==> src/rtl/button_event_queue.sv <==
// Merges per-button down/up/short/long pulses into one prioritised event FIFO.
// Optional per-entry millisecond timestamps are enabled with `define BTN_EVQ_TIMESTAMP_EN.
module button_event_queue #(
  parameter int CLK_HZ     = 27000000,
  parameter int NUM_BTN    = 4,
  parameter int FIFO_DEPTH = 8
) (
  input  logic                          clk,
  input  logic                          rstn,
  input  logic [NUM_BTN-1:0]            btn_down,
  input  logic [NUM_BTN-1:0]            btn_up,
  input  logic [NUM_BTN-1:0]            btn_shrt,
  input  logic [NUM_BTN-1:0]            btn_long,
  output logic                          ev_valid,
  input  logic                          ev_ready,
  output logic [7:0]                    ev_data,
  output logic [15:0]                   ev_ts,
  output logic [$clog2(FIFO_DEPTH):0]   ev_count,
  output logic                          ovf,
  input  logic                          ovf_clr
);

  localparam int NP = 4 * NUM_BTN;
  localparam int AW = $clog2(FIFO_DEPTH);
  localparam int CW = AW + 1;

  if (CLK_HZ < 1000 || NUM_BTN < 1 || NUM_BTN > 64 || FIFO_DEPTH < 2 ||
      FIFO_DEPTH > 256 || (FIFO_DEPTH & (FIFO_DEPTH - 1)) != 0) begin : g_param_check
    $error("button_event_queue: parameter out of range");
  end

  logic [NP-1:0] in_flat;
  logic [NP-1:0] in_q;
  logic [NP-1:0] rise;
  logic [NP-1:0] pending;
  logic [NP-1:0] push_mask;
  logic [7:0]    sel_k;
  logic          sel_vld;
  logic          pop;
  logic          can_accept;
  logic          push;
  logic          merge;
  logic [AW-1:0] wr_ptr;
  logic [AW-1:0] rd_ptr;
  logic [7:0]    data_mem [FIFO_DEPTH];

  // Flat index k = 4*button + type, so ascending k is the delivery priority.
  always_comb begin
    in_flat = '0;
    for (int i = 0; i < NUM_BTN; i++) begin
      in_flat[4*i+0] = btn_down[i];
      in_flat[4*i+1] = btn_up[i];
      in_flat[4*i+2] = btn_shrt[i];
      in_flat[4*i+3] = btn_long[i];
    end
  end

  assign rise = in_flat & ~in_q;

  always_comb begin
    sel_k   = '0;
    sel_vld = 1'b0;
    for (int k = NP - 1; k >= 0; k--) begin
      if (pending[k]) begin
        sel_k   = 8'(k);
        sel_vld = 1'b1;
      end
    end
  end

  assign ev_valid   = (ev_count != '0);
  assign pop        = ev_valid & ev_ready;
  assign can_accept = (ev_count < CW'(FIFO_DEPTH)) | pop;
  assign push       = sel_vld & can_accept;
  assign push_mask  = push ? ({{(NP-1){1'b0}}, 1'b1} << sel_k) : '0;
  // A rise on the bit being pushed this cycle is a fresh event, not a merge.
  assign merge      = |(rise & pending & ~push_mask);

  always_ff @(posedge clk) begin
    if (!rstn) begin
      in_q     <= '0;
      pending  <= '0;
      wr_ptr   <= '0;
      rd_ptr   <= '0;
      ev_count <= '0;
      ovf      <= 1'b0;
    end else begin
      in_q    <= in_flat;
      pending <= (pending & ~push_mask) | rise;
      if (push) wr_ptr <= wr_ptr + AW'(1);
      if (pop)  rd_ptr <= rd_ptr + AW'(1);
      case ({push, pop})
        2'b10:   ev_count <= ev_count + CW'(1);
        2'b01:   ev_count <= ev_count - CW'(1);
        default: ev_count <= ev_count;
      endcase
      if (merge)        ovf <= 1'b1;
      else if (ovf_clr) ovf <= 1'b0;
    end
  end

  // When full with a simultaneous pop, wr_ptr equals rd_ptr; the old head is read before the edge.
  always_ff @(posedge clk) begin
    if (push) data_mem[wr_ptr] <= {sel_k[1:0], sel_k[7:2]};
  end

  assign ev_data = ev_valid ? data_mem[rd_ptr] : 8'd0;

`ifdef BTN_EVQ_TIMESTAMP_EN
  localparam int MS_DIV = (CLK_HZ / 1000 > 1) ? CLK_HZ / 1000 : 1;

  logic [31:0] pre_cnt;
  logic [15:0] ms_cnt;
  logic [15:0] ts_mem [FIFO_DEPTH];

  always_ff @(posedge clk) begin
    if (!rstn) begin
      pre_cnt <= 32'(MS_DIV - 1);
      ms_cnt  <= '0;
    end else if (pre_cnt == '0) begin
      pre_cnt <= 32'(MS_DIV - 1);
      ms_cnt  <= ms_cnt + 16'd1;
    end else begin
      pre_cnt <= pre_cnt - 32'd1;
    end
  end

  always_ff @(posedge clk) begin
    if (push) ts_mem[wr_ptr] <= ms_cnt;
  end

  assign ev_ts = ev_valid ? ts_mem[rd_ptr] : 16'd0;
`else
  assign ev_ts = 16'd0;
`endif

endmodule

==> config.mk <==
export PLATFORM = sky130hd
export DESIGN_NAME = button_event_queue
export DESIGN_NICKNAME = d
export VERILOG_FILES = /design/src/rtl/button_event_queue.sv
export SDC_FILE = /design/constraint.sdc
export NUM_CORES = 1
export LEC_CHECK = 0
export CORE_MARGIN = 3
export CORE_UTILIZATION = 48
export DETAILED_ROUTE_END_ITERATION = 16
export PLACE_DENSITY_LB_ADDON = 0.05
export SYNTH_ARGS = -nofsm -noshare
export SYNTH_HDL_FRONTEND = slang
export SYNTH_SLANG_ARGS = --single-unit
export TNS_END_PERCENT = 5
==> constraint.sdc <==
create_clock -name clk -period 2.8 [get_ports clk]
set_input_delay 0.56 -clock clk [delete_from_list [all_inputs] [get_ports clk]]
set_output_delay 0.56 -clock clk [all_outputs]
set_load 0.1 [all_outputs]
==> flow_summary.ini <==
[outcome]
status = completed

[sta]
setup_violations = 0
tightest_slew_ns = 0.925
rsz0062_at_grt = no
finClkSkew_ns = 0.0125
slew_headroom_pct = 37.8
period_share_pct = 93.5
period_minus_slack_ns = 2.62
fmaxAchievable_mhz = 382
finalHoldViolations = 0
drv_slew = 0

[global_routing]
grt_max_degree = 45
grt_pass1_wl_um = 12800
grt_pass1_vias = 2617
grt_overflow_total = 0
grt_usage_pct = 19.1
antenna_found_initial = 0

[worst_setup_path]
path_cells = or4_4 > nor2_4 > a31oi_1 > buf_4 > inv_2 > ha_2 > ha_1 > a21o_1 > a21oi_2 > xnor2_1 > or3_1 > a21boi_0
required_ns = 3.08
slowest_stage = or4_4
endpoint_kind = flip-flop
cpPeakStageDelay_ns = 0.57
cp_max_fo = 5
worstPathArrival_ns = 2.90
rrSetupSlack_ns = 0.18
critical_path_class = reg -> reg
start_kind = flip-flop

[logic_synthesis]
syn_area_per_cell_sq_um = 11.1
ys_seq_area_share_pct = 50.9
netlist_top_cells_area = edfxtp_1 26%, dfxtp_1 25%, mux4_2 4.9%, buf_4 4.3%, and2_1 4.2%
syn-cell-area_sq_um = 3700
synth_common_cells = 46 x dfxtp_1, 32 x edfxtp_1, 25 x and2_1
yosysWarnings = 0
syn_inst = 334
synth_ff_type = dfxtp_1
synth_top_area_cell = edfxtp_1
synth_cell_type_count = 60
synth_top_area_share_pct = 26.0
synth_edf_count = 32
async_reset_ff_share_pct = 0
ys_seq_elements = 78
synthMostInstantiatedCell = dfxtp_1

[power_and_ir_drop]
switching_power_mw = 1.45
p_leak_nw = 1.75
ir_drop_uv = 292
p_seq_share_pct = 38.6
clock_power_share_pct = 23.2
p_per_area_nw_per_um2 = 827
p_int_mw = 2.24
swShare_pct = 39.3
comb_power_share_pct = 38.2

[die]
core_area_sq_um = 7370
io_pins = 50
fp.dieW_um = 93.8
dieArea_sq_um = 8790
start_util_pct = 50.2
die_h_um = 93.8
fp-row-count = 31

[cells_and_area]
final_area_sq_um = 4470
finalNonFillerCells = 496
area.growth.synth_to_final_pct = 20.7
layout.nets = 418
nFillCells = 625
diodes = 0
layout-drive-gt1-share_pct = 20.7

[clock_tree]
htree_levels = 3
clk_pin_slew_ns = 0.09
numCtsBuffers = 9
clk_latency_ns = 0.35
cts_tree = yes
clock_path_buffers = 2
clock_sinks = 78
cts-root-buf = clkbuf_8

[routing]
wire_per_inst_um = 15.3
routed-via-count = 2520
dr.pass1.iters = 4
avgViaCountPerCell = 5.08
antenna_left = 0
remaining_drc_errors = 0
drt-initial-drc-count = 50
routed_wl_um = 7610

[placed_design]
gp_congestion = 0.899
placed_cell_area_sq_um = 4240
io_buffer_count = 29
placed_cells = 479
hpwl_um = 5810

[job]
max_cap_violations = 0

[min_path]
holdCritPathClass = reg -> reg
-- cells in the final DEF (no fill, tap or decap), types with 13 or more instances in the layout --
cell	n
nand2_1	16
clkdlybuf4s50_1	19
edfxtp_1	32
buf_4	34
nor2b_1	14
a21boi_0	15
dfxtp_1	42
nand2b_1	13
nor2_1	22
conb_1	20
and2_1	25
inv_1	13
-- registers in the layout, summed over array words and instances (netlist names), named ones only --
| name | count |
|---|---|
| ovf | 1 |
| data_mem | 32 |
| pending | 16 |
| ev_count | 4 |
| rd_ptr | 3 |
| wr_ptr | 3 |
| in_q | 16 |
-- what timing repair did --
action	4_1_cts	5_1_grt
hold buffers	0	0
gates resized for setup	0	6
endpoints found under the setup margin	0	1
setup buffers	0	1
-- power by group through the flow --
stage / logic, mW / registers, mW / clock network (mW)
floorplan: 0.947 / 1.52 / 0
global placement: 1.41 / 1.45 / 0
detailed placement: 1.41 / 1.45 / 0
CTS: 1.41 / 1.43 / 0.885
global route: 1.50 / 1.44 / 0.940
finish: 1.41 / 1.42 / 0.858
-- final timing paths --
check / start / end / depth (start not counted)
setup / recovery: pending[8] / ev_count[3] / 12
hold / removal: rd_ptr[1] / rd_ptr[1] / 2
setup reg to reg: pending[8] / ev_count[3] / 12
hold reg to reg: rd_ptr[1] / rd_ptr[1] / 2
-- area by class of cell --
cell class / count / area (sq um) / share of cell area [%]
well taps: 99 / 124 / 2.77
clock inverters: 7 / 80.1 / 1.79
flip-flops and latches: 78 / 1890 / 42.3
inverters: 15 / 56.3 / 1.26
clock buffers: 9 / 124 / 2.77
multi-input cells: 231 / 1670 / 37.4
repair buffers: 57 / 526 / 11.8
-- per-stage QoR --
step                      hold slack (ns)  setup slack, ns  setup TNS [ns]  util (%)  power [mW]
after floorplan                     0.467           -0.102          -0.488         -        2.47
after global placement              0.486          -0.0428         -0.0428      57.5        2.86
after detailed placement            0.489          -0.0682         -0.0682      57.5        2.86
after CTS                           0.501           0.0166               0      60.3        3.73
after global routing                0.551           0.0307               0      60.6        3.89
final                               0.499            0.181               0      60.6        3.69
-- worst max-delay path: cells and delay by family (launching register included) --
kind	cells	cell delay, ns
buffers and inverters	2	0.21
DFF	1	0.32
xor gates and xnor gates	1	0.08
adders and majority gates	2	0.37
AOI/OAI and AO/OA	4	0.55
and+or+nand+nor	3	1.01
-- cell families after synthesis --
group,after synthesis,synth area share [%]
buf+inv,44,6.80
flops,78,50.9
mux,13,6.22
other cells,1,0.101
xor+xnor,6,1.42
simple gates,116,18.0
compound gates,70,14.3
fa+ha+maj,6,2.23
-- routing by layer --
metal	share of wire, %	vias up	GRT usage [%]
met3	3.7	10	4.41
met1	44	1183	23.1
met5	0	-	0
met2	50	53	32.5
li1	-	1274	-
met4	1.6	0	7.82
Power figures use the tool's default switching activity.
